<file path="config.mk">
export PLATFORM = sky130hd
export DESIGN_NAME = fifo_stream_reader_flat
export DESIGN_NICKNAME = d
export VERILOG_FILES = /design/src/rtl/fifo_stream_reader_if.sv /design/src/rtl/fifo_stream_reader.sv /design/src/flat_wrapper.sv
export SDC_FILE = /design/constraint.sdc
export NUM_CORES = 1
export LEC_CHECK = 0
export CORE_MARGIN = 8
export CORE_UTILIZATION = 49
export DETAILED_ROUTE_END_ITERATION = 12
export PLACE_DENSITY = 0.77
export SYNTH_ARGS = -nofsm -noshare
export SYNTH_HDL_FRONTEND = slang
export SYNTH_SLANG_ARGS = --single-unit
</file>
<file path="constraint.sdc">
create_clock -name clk -period 2.1 [get_ports clk]
set_input_delay 0.63 -clock clk [delete_from_list [all_inputs] [get_ports clk]]
set_output_delay 0.63 -clock clk [all_outputs]
set_load 0.05 [all_outputs]
</file>
<file path="src/rtl/fifo_stream_reader_if.sv">
// Valid/ready word stream with burst framing.
// The producer drives valid/data/last and the consumer drives ready.
interface fifo_stream_reader_if #(
  parameter int WIDTH = 16
) ();
  logic             valid;
  logic             ready;
  logic [WIDTH-1:0] data;
  logic             last;

  modport master (output valid, output data, output last, input ready);
  modport slave  (input valid, input data, input last, output ready);
endinterface

</file>
<file path="src/rtl/fifo_stream_reader.sv">
// Drains a FIFO read port into a registered valid/ready stream with burst framing.
// A small in-order skid buffer absorbs the FIFO read latency so the stream can run at one word per cycle.
module fifo_stream_reader #(
  parameter int WIDTH     = 16,
  parameter int RD_LAT    = 1,
  parameter int BURST_LEN = 4
) (
  input  logic                 clk,
  input  logic                 rst,
  input  logic                 clear,
  input  logic                 fifo_empty,
  input  logic [WIDTH-1:0]     fifo_data,
  output logic                 fifo_re,
  fifo_stream_reader_if.master out
);

  localparam int NENT = RD_LAT + 2;
  localparam int PW   = $clog2(NENT);
  localparam int OW   = $clog2(NENT + 1);
  localparam int BW   = (BURST_LEN > 1) ? $clog2(BURST_LEN) : 1;

  localparam logic [PW-1:0] LAST_IDX  = PW'(NENT - 1);
  localparam logic [OW:0]   NENT_W    = (OW + 1)'(NENT);
  localparam logic [BW-1:0] LAST_BEAT = BW'(BURST_LEN - 1);

  logic [WIDTH-1:0] buf_q [NENT];
  logic [PW-1:0]    rd_ptr;
  logic [PW-1:0]    wr_ptr;
  logic [OW-1:0]    occ;
  logic             inf;
  logic [BW-1:0]    beat_cnt;

  logic             valid;
  logic             arrive;
  logic             push;
  logic             pop;
  logic [OW:0]      pending;

  function automatic logic [PW-1:0] ptr_inc(input logic [PW-1:0] p);
    return (p == LAST_IDX) ? '0 : p + 1'b1;
  endfunction

  // Words already stored plus the one still in flight must fit, so a read is
  // only issued when a slot is guaranteed; out_ready is deliberately not used.
  always_comb begin
    pending = {1'b0, occ} + {{OW{1'b0}}, inf};
  end

  assign fifo_re = rst && !clear && !fifo_empty && (pending < NENT_W);

  assign arrive = (RD_LAT == 0) ? fifo_re : inf;
  // A word returning during clear belongs to the flushed stream.
  assign push   = arrive && !clear;
  assign valid  = (occ != '0);
  assign pop    = valid && out.ready;

  always_ff @(posedge clk or negedge rst) begin
    if (!rst) begin
      occ      <= '0;
      rd_ptr   <= '0;
      wr_ptr   <= '0;
      inf      <= 1'b0;
      beat_cnt <= '0;
      for (int i = 0; i < NENT; i++) begin
        buf_q[i] <= '0;
      end
    end else if (clear) begin
      occ      <= '0;
      rd_ptr   <= '0;
      wr_ptr   <= '0;
      inf      <= 1'b0;
      beat_cnt <= '0;
    end else begin
      if (push) begin
        buf_q[wr_ptr] <= fifo_data;
        wr_ptr        <= ptr_inc(wr_ptr);
      end
      if (pop) begin
        rd_ptr   <= ptr_inc(rd_ptr);
        beat_cnt <= (beat_cnt == LAST_BEAT) ? '0 : beat_cnt + 1'b1;
      end
      occ <= occ + OW'(push) - OW'(pop);
      inf <= (RD_LAT == 1) ? fifo_re : 1'b0;
    end
  end

  assign out.valid = valid;
  assign out.data  = buf_q[rd_ptr];
  assign out.last  = valid && (beat_cnt == LAST_BEAT);

endmodule

</file>
<file path="src/flat_wrapper.sv">
// flat-port wrapper written by rule: the top's interface ports become plain ports
module fifo_stream_reader_flat 
#(
  parameter int WIDTH     = 16,
  parameter int RD_LAT    = 1,
  parameter int BURST_LEN = 4
)
  (clk, rst, clear, fifo_empty, fifo_data, fifo_re, out_valid, out_data, out_last, out_ready);
  fifo_stream_reader_if #(.WIDTH(WIDTH)) out_i ();
  input  logic clk;
  input  logic rst;
  input  logic clear;
  input  logic fifo_empty;
  input  logic [WIDTH-1:0] fifo_data;
  output logic fifo_re;
  output wire logic [$bits(out_i.valid)-1:0] out_valid;
  output wire logic [$bits(out_i.data)-1:0] out_data;
  output wire logic [$bits(out_i.last)-1:0] out_last;
  input wire logic [$bits(out_i.ready)-1:0] out_ready;
  assign out_valid = out_i.valid;
  assign out_data = out_i.data;
  assign out_last = out_i.last;
  assign out_i.ready = out_ready;
  fifo_stream_reader #(.WIDTH(WIDTH), .RD_LAT(RD_LAT), .BURST_LEN(BURST_LEN)) u_core (.clk(clk), .rst(rst), .clear(clear), .fifo_empty(fifo_empty), .fifo_data(fifo_data), .fifo_re(fifo_re), .out(out_i));
endmodule
</file>
==> results of run 1 <==
==> routing by layer <==
layer	GRT usage	vias up	part of all wire
met3	0.0579	14	0.032
met4	0.0362	0	0.017
met2	0.252	40	0.50
met5	0	-	0
met1	0.179	916	0.45
li1	-	807	-
==> sequential cells by signal, summed over array words and instances, names as in the netlist <==
register / cells
u_core.buf_q: 48
u_core.beat_cnt: 2
u_core.occ: 2
u_core.rd_ptr: 2
u_core.wr_ptr: 2
u_core.arrive: 1
==> final timing paths <==
check / to / slack, ns
max: fifo_re / -0.41
min: u_core.buf_q[19] / 0.51
max reg2reg: u_core.buf_q[12] / 0.45
min reg2reg: u_core.buf_q[35] / 0.51
max in group asynchronous: u_core.rd_ptr[1] / 1.07
min in group clk: u_core.buf_q[35] / 0.51
==> cell usage in the layout, fill, tap and decap left out, types with 2 or more instances in the layout <==
master / netlist / routed
a21oi_1: 4 / 3
and2b_1: 2 / 2
and4bb_2: 2 / 2
buf_12: 0 / 18
buf_4: 0 / 15
buf_8: 1 / 6
clkbuf_1: 5 / 2
clkbuf_8: 0 / 12
clkdlybuf4s50_1: 0 / 18
dfrtp_1: 57 / 56
ha_1: 5 / 3
inv_1: 2 / 2
mux2_2: 20 / 20
mux2_4: 30 / 30
mux2i_1: 18 / 4
mux2i_2: 0 / 4
mux2i_4: 0 / 10
nand2b_1: 5 / 5
nor2_1: 2 / 2
nor2b_1: 3 / 2
o2bb2ai_2: 0 / 5
o2bb2ai_4: 0 / 11
or3b_2: 2 / 2
==> repair_timing <==
item / in CTS / in global routing
endpoints found under the setup margin: 18 / 17
pin swaps: 14 / 2
resized for setup: 30 / 41
gates cloned: 1 / 0
buffers inserted: 3 / 2
==> where the power goes <==
part	switching, uW	internal (uW)	total [uW]
clock	426	644	1070
sequential	183	1280	1470
combinational	1280	1320	2600
==> critical path, delay by kind of cell <==
kind	cells	cell delay (ns)
AOI/OAI and AO/OA	1	0.16
and+or+nand+nor	1	0.54
buffers and inverters	2	0.56
==> logic make-up after synthesis <==
| logic type | synth area share |
|---|---|
| AO/OA/AOI/OAI | 0.0597 |
| flip-flops | 0.508 |
| multiplexers | 0.305 |
| AND/OR/NAND/NOR | 0.0619 |
| XOR/XNOR | 0.00802 |
| adder cells (fa/ha/maj) | 0.0223 |
| buffers and inverters | 0.0356 |
==> per-stage QoR <==
step	area (um^2)	cells	setup WS (ns)
floorplan	2890	189	-0.137
global placement	3580	304	-0.428
detailed placement	3580	304	-0.450
CTS	3940	324	-0.421
global route	4230	325	-0.446
finish	4230	325	-0.413
==> final cells by class <==
type	count	share of cell area
clock inverter	2	0.00828
inverter	2	0.00178
timing repair buffer	61	0.188
tap	72	0.0213
multi-input combinational	117	0.403
sequential	57	0.338
clock buffer	14	0.0408
==> summary.md, run 1 <==
| Metric | Value |
|---|---|
| Status | `finished, violations left` |
| Failing checks | `negative setup slack` |
| Hold_buf cts | `0` |
| IO Pins | `40` |
| Nets | `274` |
| Worst Setup End Kind | `primary output` |
| Pwr/cell area | `1220 nW/um^2` |
| CTS tree | `built` |
| Crit path from | `fifo_empty` |
| Synth top cells by count | `dfrtp_1 (57), mux2_4 (30), mux2_2 (20)` |
| Layout cells sized above 1 | `0.589` |
| Slew HR | `0.525` |
| R2R depth | `6` |
| Post-Route WL | `6470 um` |
| Cell taking the most area after synthesis | `dfrtp_1` |
| R2R Path Start | `u_core.arrive` |
| Clock Tree Buf Depth | `2` |
| Rows | `27` |
| Initial antenna violation count | `0` |
| Iteration-0 DRC Markers | `84` |
| # Max-Cap Violations | `0` |
| Fmax | `approximately 0.4 GHz` |
| Min Hold Slack | `0.512 ns` |
| Final Wtd Congestion | `0.731` |
| Hpwl dp | `3900 um` |
| Register bit total from synthesis | `57` |
| Primary FF master, synth | `dfrtp_1` |
| WS Path Type | `primary input to primary output` |
| Seq/Total Area, Yosys | `0.508` |
| CP Launch Type | `primary input` |
| Hold Crit Class | `primary input to async pin` |
| Avg Inst Size Synth | `roughly 15 um^2` |
| # H-tree levels | `3` |
| Min cycle time layout | `2.51 ns` |
| Die area | `8410 um^2` |
| Via-to-Cell Ratio | `5.47` |
| Yosys cell types | `27` |
| GRT Total Usage | `0.151` |
| Area growth, synth to finish | `50.6%` |
| Final Hold Vio Count | `0` |
| VDD IR max | `around 1.1 mV` |
| Global-route wire length before repair | `9890 um` |
| Cells after synthesis | `189` |
| Pin slew with the least headroom to its limit | `0.712 ns` |
| Area of the multi-input gates | `1700 um^2` |
| Die X | `91.7 um` |
| DRT Pass-1 Iters | `4` |
| Slowest CP cell | `or4b_4` |
| Mapped Area | `2810 um^2` |
| FF/Latch Area | `1430 um^2` |
| Vias in the first global route | `1980` |
| Initial Util | `0.510` |
| Largest net degree at the start of global routing | `58` |
| ANT nets after route | `0` |
| Detailed-route via count | `1777` |
| Die Span Y | `between 90 and 100 um` |
| Tcrit/Tclk final | `1.20` |
| Setup ws final | `-0.413 ns` |
| Number of flops mapped to enable cells by yosys | `0` |
| # DRC | `0` |
| Final Util | `0.768` |
| Final Max Slew Viols | `0` |
| Post-route setup TNS | `-1.31 ns` |
| CTS Sinks | `57` |
| Critical Path RT | `1.47 ns` |
| CTS Buf Count | `9` |
| Peak per-stage delay on the critical path | `0.54 ns` |
| Clk_lat worst skew | `around 0.33 ns` |
| Worst Skew | `0.00485 ns` |
| CP cell instances | `clkdlybuf4s50_1 > or4b_4 > a21oi_4 > buf_12` |
| CP arrival | `1.88 ns` |
| # setup viols final | `17` |
| Leakage Power | `0.00182 uW` |
| Top-area cell type share of the netlist area | `0.508` |
| CTS Root Buffer Type | `clkbuf_8` |
| RSZ-0062 raised after global routing | `yes` |
| Total gr overflow | `0` |
| Most numerous cell in the Yosys netlist | `dfrtp_1` |
| Worst-path clk slew | `0.06 ns` |
| Post-synthesis net count | `215` |
| I/O Buffers | `39` |
| Antenna Cells | `0` |
| Layout fillers | `306` |
| FFs w/ async S/R, synth | `1.00` |
| Synth area leaders | `dfrtp_1 (51%), mux2_4 (16%), mux2_2 (8.0%), mux2i_1 (6.4%), o2bb2ai_1 (5.0%)` |
| WL/cell | `19.9 um` |
| Core ar. | `approximately 5500 um^2` |
| Critical-path maximum fanout | `2` |
| Total Power | `5140 uW` |
| Syn. warnings | `0` |
No activity file was read; power rests on OpenSTA's default activity.
==> run 2: changes to the inputs <==
--- a/config.mk
+++ b/config.mk
@@ -6,9 +6,9 @@
 export NUM_CORES = 1
 export LEC_CHECK = 0
 export CORE_MARGIN = 8
-export CORE_UTILIZATION = 49
+export CORE_UTILIZATION = 45
 export DETAILED_ROUTE_END_ITERATION = 12
-export PLACE_DENSITY = 0.77
+export PLACE_DENSITY = 0.72
 export SYNTH_ARGS = -nofsm -noshare
 export SYNTH_HDL_FRONTEND = slang
 export SYNTH_SLANG_ARGS = --single-unit
==> run 2 against run 1 <==
The run still ends with negative setup slack left; final area increased by 2.2%; first-iteration DRC count decreased by 26%; sequential share of layout area decreased by 0.73 points; utilization shrank 4.6 points; register-to-register slack got worse by 0.03 ns; clock power shrank 16%; largest cell class unchanged; largest power group unchanged.
==> summary.md, run 2 (synthesis gave the netlist of run 1 again) <==
| Metric | Value |
|---|---|
| Total Power | `5080 uW (was 5140 uW)` |
| CTS Buf Count | `9 (unchanged)` |
| Clock Tree Buf Depth | `2 (unchanged)` |
| Final Wtd Congestion | `0.673 (was 0.731)` |
| Nets | `273 (was 274)` |
| CTS Sinks | `57 (unchanged)` |
| Antenna Cells | `0 (unchanged)` |
| Leakage Power | `0.00181 uW (was 0.00182 uW)` |
| Clk_lat worst skew | `0.34 ns (was 0.33 ns)` |
| Gate power share | `0.531 (was 0.506)` |
| IO Pins | `40 (unchanged)` |
| Clk pwr share | `0.178 (was 0.208)` |
| Area of the multi-input gates | `1830 um^2 (was 1700 um^2)` |
| Rows | `28 (was 27)` |
| Worst-path clk slew | `0.08 ns (was 0.06 ns)` |
| NetSw | `1990 uW (was 1890 uW)` |
| Initial antenna violation count | `0 (unchanged)` |
| Placed insts | `308 (was 304)` |
| DRT Pass-1 Iters | `4 (unchanged)` |
| # DRC | `0 (unchanged)` |
| Worst Skew | `0.0111 ns (was 0.00485 ns)` |
| Final Max Slew Viols | `0 (unchanged)` |
| Critical-path maximum fanout | `2 (unchanged)` |
| Peak per-stage delay on the critical path | `0.50 ns (was 0.54 ns)` |
| Delay-heaviest family, CP | `simple AND/OR/NAND/NOR gates (was buffers and inverters)` |
| Min Hold Slack | `0.496 ns (was 0.512 ns)` |
| Max FFs per register | `48 (unchanged)` |
| FF/Latch Area | `1430 um^2 (unchanged)` |
| RSZ-0062 raised after global routing | `yes (unchanged)` |
| Reg with most FFs | `u_core.buf_q (unchanged)` |
| I/O Buffers | `39 (unchanged)` |
| Worst Path Buf+Inv | `1 (was 2)` |
| Layout fillers | `382 (was 306)` |
| Most common cell after layout, fill and taps aside | `dfrtp_1 (unchanged)` |
| Die X | `95.0 um (was 91.7 um)` |
| Slowest CP cell | `or4b_4 (unchanged)` |
| Total gr overflow | `0 (unchanged)` |
| # setup viols final | `17 (unchanged)` |
| Slew HR | `0.525 (about the same)` |
| CP Launch Type | `flip-flop (was primary input)` |
| Min cycle time layout | `2.53 ns (was 2.51 ns)` |
| Initial Util | `0.469 (was 0.510)` |
| WL/cell | `19.3 um (was 19.9 um)` |
| Non-Filler Instances | `327 (was 325)` |
| Die Span Y | `95.0 um (was 91.7 um)` |
| Most frequent cells in the layout | `dfrtp_1 (56), mux2_4 (30), buf_12 (22) (was dfrtp_1 (56), mux2_4 (30), mux2_2 (20))` |
| CP arrival | `1.90 ns (was 1.88 ns)` |
| Iteration-0 DRC Markers | `62 (was 84)` |
| Fmax | `0.395 GHz (was 0.398 GHz)` |
| Vias in the first global route | `1937 (was 1980)` |
| Hold_buf cts | `0 (unchanged)` |
| Hold Crit Class | `primary input to async pin (unchanged)` |
| Via-to-Cell Ratio | `5.43 (was 5.47)` |
| Critical Path RT | `1.47 ns (about the same)` |
| Final Hold Vio Count | `0 (unchanged)` |
| Largest net degree at the start of global routing | `58 (unchanged)` |
| Layout cells sized above 1 | `0.599 (was 0.589)` |
| ANT nets after route | `0 (unchanged)` |
| P_int | `3090 uW (was 3250 uW)` |
| Hpwl dp | `3920 um (was 3900 um)` |
| Global-route wire length before repair | `9800 um (was 9890 um)` |
| Detailed-route via count | `1776 (was 1777)` |
| WS Path Type | `flip-flop to primary output (was primary input to primary output)` |
| # Max-Cap Violations | `0 (unchanged)` |
| Setup ws final | `-0.432 ns (was -0.413 ns)` |
| CTS tree | `built (unchanged)` |
| Failing checks | `negative setup slack (unchanged)` |
| Switching power share of the total | `0.392 (was 0.368)` |
| Post-Route WL | `6320 um (was 6470 um)` |
| Status | `finished, violations left (unchanged)` |
| R2R Path Start | `u_core.arrive (unchanged)` |
| Tcrit/Tclk final | `1.21 (was 1.20)` |
| Seq pwr share | `0.292 (was 0.285)` |
| Crit path from | `u_core.arrive (was fifo_empty)` |
| GRT Total Usage | `0.142 (was 0.151)` |
| Area growth, synth to finish | `53.9% (was 50.6%)` |
| CTS Root Buffer Type | `clkbuf_8 (unchanged)` |
| # H-tree levels | `3 (unchanged)` |
| Pre-CTS setup slack | `-0.455 ns (was -0.450 ns)` |
| Pwr/cell area | `1180 nW/um^2 (was 1220 nW/um^2)` |
| Core ar. | `5990 um^2 (was 5510 um^2)` |
| Pin slew with the least headroom to its limit | `0.712 ns (about the same)` |
| CP cell instances | `ha_2 > ha_4 > or4b_4 > a21oi_4 > buf_12 (was clkdlybuf4s50_1 > or4b_4 > a21oi_4 > buf_12)` |
| Die area | `9030 um^2 (was 8410 um^2)` |
| VDD IR max | `0.835 mV (was 1.06 mV)` |
| Worst Setup End Kind | `primary output (unchanged)` |
-- run 2: cell count changes in the layout (fill, tap and decap cells not counted), sizes merged --
cell      before  now
bufinv         1    0
clkbuf        15   10
clkinv         1    3
clkinvlp       0    3
-- run 2: layout make-up --
class,instances,area share
clock buffers,10,0.0295
clock inverters,6,0.0104
repair buffers,60,0.184
inverters,2,0.00174
multi-input cells,117,0.422
flip-flops and latches,57,0.330
well taps,75,0.0217
-- run 2: final timing paths --
path,to,slack (ns),depth (start not counted)
hold / removal,u_core.buf_q[10],0.50,2
hold reg to reg,u_core.buf_q[33],0.57,1
max in group asynchronous,u_core.rd_ptr[1],1.09,2
setup / recovery,fifo_re,-0.43,5
setup reg to reg,u_core.buf_q[13],0.42,6
min in group clk,u_core.buf_q[33],0.57,1
-- run 2: stage by stage --
step	instance area, um^2	util	setup TNS [ns]
after floorplan	2890	-	-0.137
after global placement	3600	0.601	-6.03
after detailed placement	3600	0.601	-6.55
after CTS	3860	0.645	-0.539
after global routing	4320	0.722	-2.11
final	4320	0.722	-1.07
-- run 2: routing by layer --
layer  vias up  share of wire  GRT usage
li1        815              -          -
met1       920           0.44      0.180
met2        34           0.51      0.222
met3         7          0.040     0.0437
met4         0         0.0089     0.0507
met5         -              0          0
-- run 2: repair_timing --
| item | CTS | global route |
|---|---|---|
| setup buffers | 2 | 2 |
| endpoints found under the setup margin | 18 | 17 |
| resized for setup | 21 | 57 |
| hold endpoints to repair | 0 | 0 |
| pin swaps | 12 | 11 |
-- run 2: power groups by stage --
stage	clock network (uW)	registers (uW)	logic, uW
global route	973	1500	2810
detailed placement	0	1420	2250
global placement	0	1410	2220
floorplan	0	1380	1260
CTS	914	1400	2340
finish	903	1480	2700
==> run 3: changes to the inputs <==
--- a/config.mk
+++ b/config.mk
@@ -5,10 +5,11 @@
 export SDC_FILE = /design/constraint.sdc
 export NUM_CORES = 1
 export LEC_CHECK = 0
-export CORE_MARGIN = 8
+export CORE_MARGIN = 2
 export CORE_UTILIZATION = 45
 export DETAILED_ROUTE_END_ITERATION = 12
 export PLACE_DENSITY = 0.72
+export SLEW_MARGIN = 25
 export SYNTH_ARGS = -nofsm -noshare
 export SYNTH_HDL_FRONTEND = slang
 export SYNTH_SLANG_ARGS = --single-unit
==> run 3 against run 2 <==
The flow still finishes with violations (negative setup slack); global-route usage is 3.9 points higher; fmax is 0.75% higher; combinational power hardly changed; cell count is 1.8% higher; critical path depth stayed put; clock-buffer cell count stayed put; total power is 7.2% higher; sequential share of layout area is 0.32 points lower; register-to-register slack better by 0.08 ns; via count is 0.73% lower; critical path type unchanged.
==> summary.md, run 3 (synthesis gave the netlist of run 1 again) <==
| Metric | Value |
|---|---|
| Finished Cell Area | `4370 um^2 (was 4320 um^2)` |
| Iteration-0 DRC Markers | `81 (was 62)` |
| Reg with most FFs | `u_core.buf_q (unchanged)` |
| Pwr/cell area | `1250 nW/um^2 (was 1180 nW/um^2)` |
| I/O Buffers | `39 (unchanged)` |
| CTS Sinks | `57 (unchanged)` |
| Min Hold Slack | `0.521 ns (was 0.496 ns)` |
| Crit Reg-Reg Endpoint | `u_core.rd_ptr[1] (was u_core.buf_q[13])` |
| Hold Crit Class | `primary input to async pin (unchanged)` |
| Die Span Y | `83.0 um (was 95.0 um)` |
| Routed met2 length | `3170 um (was 3200 um)` |
| Final Wtd Congestion | `0.706 (was 0.673)` |
| Pin slew with the least headroom to its limit | `0.715 ns (was 0.712 ns)` |
| Clock Tree Buf Depth | `2 (unchanged)` |
| Tcrit/Tclk final | `1.20 (was 1.21)` |
| Status | `finished, violations left (unchanged)` |
| Final Hold Vio Count | `0 (unchanged)` |
| Critical Path End | `fifo_re (unchanged)` |
| Initial antenna violation count | `0 (unchanged)` |
| CTS Buf Count | `9 (unchanged)` |
| Vias in the first global route | `1908 (was 1937)` |
| VDD IR max | `1.02 mV (was 0.835 mV)` |
| Met3 WL | `192 um (was 254 um)` |
| Final Max Slew Viols | `0 (unchanged)` |
| Die X | `83.0 um (was 95.0 um)` |
| Fmax | `0.398 GHz (was 0.395 GHz)` |
| Worst Skew | `0.00286 ns (was 0.0111 ns)` |
| Initial Util | `0.469 (unchanged)` |
| Critical Path RT | `1.47 ns (about the same)` |
| Clk_lat worst skew | `0.33 ns (was 0.34 ns)` |
| Area of the multi-input gates | `1740 um^2 (was 1830 um^2)` |
| Pre-CTS setup slack | `-0.462 ns (was -0.455 ns)` |
| Post-Route WL | `6230 um (was 6320 um)` |
| Most common cell after layout, fill and taps aside | `dfrtp_1 (unchanged)` |
| CTS tree | `built (unchanged)` |
| GRT Total Usage | `0.181 (was 0.142)` |
| # Max-Cap Violations | `0 (unchanged)` |
| CP cell instances | `ha_2 > ha_4 > or4b_4 > a21oi_4 > buf_12 (unchanged)` |
| Min cycle time layout | `2.51 ns (was 2.53 ns)` |
| CP Launch Type | `flip-flop (unchanged)` |
| Nets | `279 (was 273)` |
| Largest net degree at the start of global routing | `58 (unchanged)` |
| Setup ws final | `-0.414 ns (was -0.432 ns)` |
| Most frequent cells in the layout | `dfrtp_1 (55), mux2_4 (30), buf_12 (21) (was dfrtp_1 (56), mux2_4 (30), buf_12 (22))` |
| Failing checks | `negative setup slack (unchanged)` |
| Antenna Cells | `0 (unchanged)` |
| DRT Pass-1 Iters | `4 (unchanged)` |
| Max FFs per register | `48 (unchanged)` |
| CP arrival | `1.88 ns (was 1.90 ns)` |
| R2R depth | `5 (was 6)` |
| Detailed-route via count | `1763 (was 1776)` |
| Slowest CP cell | `or4b_4 (unchanged)` |
| Total gr overflow | `0 (unchanged)` |
| Core ar. | `5990 um^2 (unchanged)` |
| Via-to-Cell Ratio | `5.29 (was 5.43)` |
| Critical-path maximum fanout | `2 (unchanged)` |
| Area growth, synth to finish | `55.5% (was 53.9%)` |
| # DRC | `0 (unchanged)` |
| R2R Path Start | `u_core.rd_ptr[1] (was u_core.arrive)` |
| RSZ-0062 raised after global routing | `yes (unchanged)` |
| Hold_buf cts | `0 (unchanged)` |
| DP Area | `3610 um^2 (was 3600 um^2)` |
| CTS Root Buffer Type | `clkbuf_8 (unchanged)` |
| WL/cell | `18.7 um (was 19.3 um)` |
| WS Path Type | `flip-flop to primary output (unchanged)` |
| Worst Setup End Kind | `primary output (unchanged)` |
| # setup viols final | `17 (unchanged)` |
| Leakage Power | `0.00188 uW (was 0.00181 uW)` |
| IO Pins | `40 (unchanged)` |
| Peak per-stage delay on the critical path | `0.50 ns (about the same)` |
| Max Used Layer | `met4 (unchanged)` |
| # H-tree levels | `3 (unchanged)` |
| Layout fillers | `365 (was 382)` |
| Slew HR | `0.523 (was 0.525)` |
| Flop2flop setup slack | `0.50 ns (was 0.42 ns)` |
| Met1 Wirelength | `2840 um (was 2810 um)` |
| ANT nets after route | `0 (unchanged)` |
| Worst-path clk slew | `0.07 ns (was 0.08 ns)` |
| Total Power | `5450 uW (was 5080 uW)` |
| FF/Latch Area | `1430 um^2 (about the same)` |
| Die area | `6890 um^2 (was 9030 um^2)` |
| Hpwl dp | `3630 um (was 3920 um)` |
| Rows | `28 (unchanged)` |
| Crit path from | `u_core.arrive (unchanged)` |
| Layout cells sized above 1 | `0.601 (was 0.599)` |
| Global-route wire length before repair | `9830 um (was 9800 um)` |
==> run 3: what timing repair did <==
| action | in CTS | in global routing |
|---|---|---|
| cloned | 1 | 0 |
| setup buffers | 2 | 9 |
| pin swaps | 15 | 3 |
| gates resized for setup | 23 | 47 |
| setup endpoints to repair | 18 | 18 |
==> run 3: through the flow <==
step / util / instances / setup TNS [ns]
floorplan: - / 189 / -0.137
global placement: 0.603 / 308 / -5.71
detailed placement: 0.603 / 308 / -6.57
CTS: 0.669 / 327 / -1.12
global route: 0.729 / 333 / -2.86
finish: 0.729 / 333 / -1.98
==> run 3: critical path: cells and delay by family (launching register included) <==
family | cells | cell delay (ns)
and+or+nand+nor | 1 | 0.50
DFF | 1 | 0.40
adders and majority gates | 2 | 0.36
AOI/OAI and AO/OA | 1 | 0.15
buffers and inverters | 1 | 0.15
==> run 3: worst min path at each step <==
stage | from | endpoint | slack [ns] | cells after the start
2_1_floorplan | rst | u_core.arrive | 0.33 | 0
3_3_place_gp | u_core.buf_q[37] | u_core.buf_q[37] | 0.49 | 1
3_5_place_dp | u_core.buf_q[44] | u_core.buf_q[44] | 0.50 | 1
4_1_cts | u_core.buf_q[37] | u_core.buf_q[37] | 0.51 | 1
5_1_grt | u_core.buf_q[8] | u_core.buf_q[8] | 0.54 | 1
6_report | rst | u_core.buf_q[28] | 0.52 | 2
==> run 3: metal layers <==
metal / GRT usage / vias up
met5: 0 / -
met4: 0.0581 / 0
met3: 0.0517 / 2
met2: 0.285 / 29
met1: 0.241 / 912
li1: - / 820
==> run 3: layout make-up <==
type                            count  area share
Multi-Input combinational cell    117       0.397
Sequential cell                    57       0.327
Inverter                            2     0.00172
Tap cell                           75      0.0215
Clock inverter                      6      0.0241
Clock buffer                       10      0.0315
Timing Repair Buffer               66       0.197
==> run 3: power by group <==
group          internal, uW  switching, uW
sequential             1290            178
combinational          1410           1320
clock                   814            447
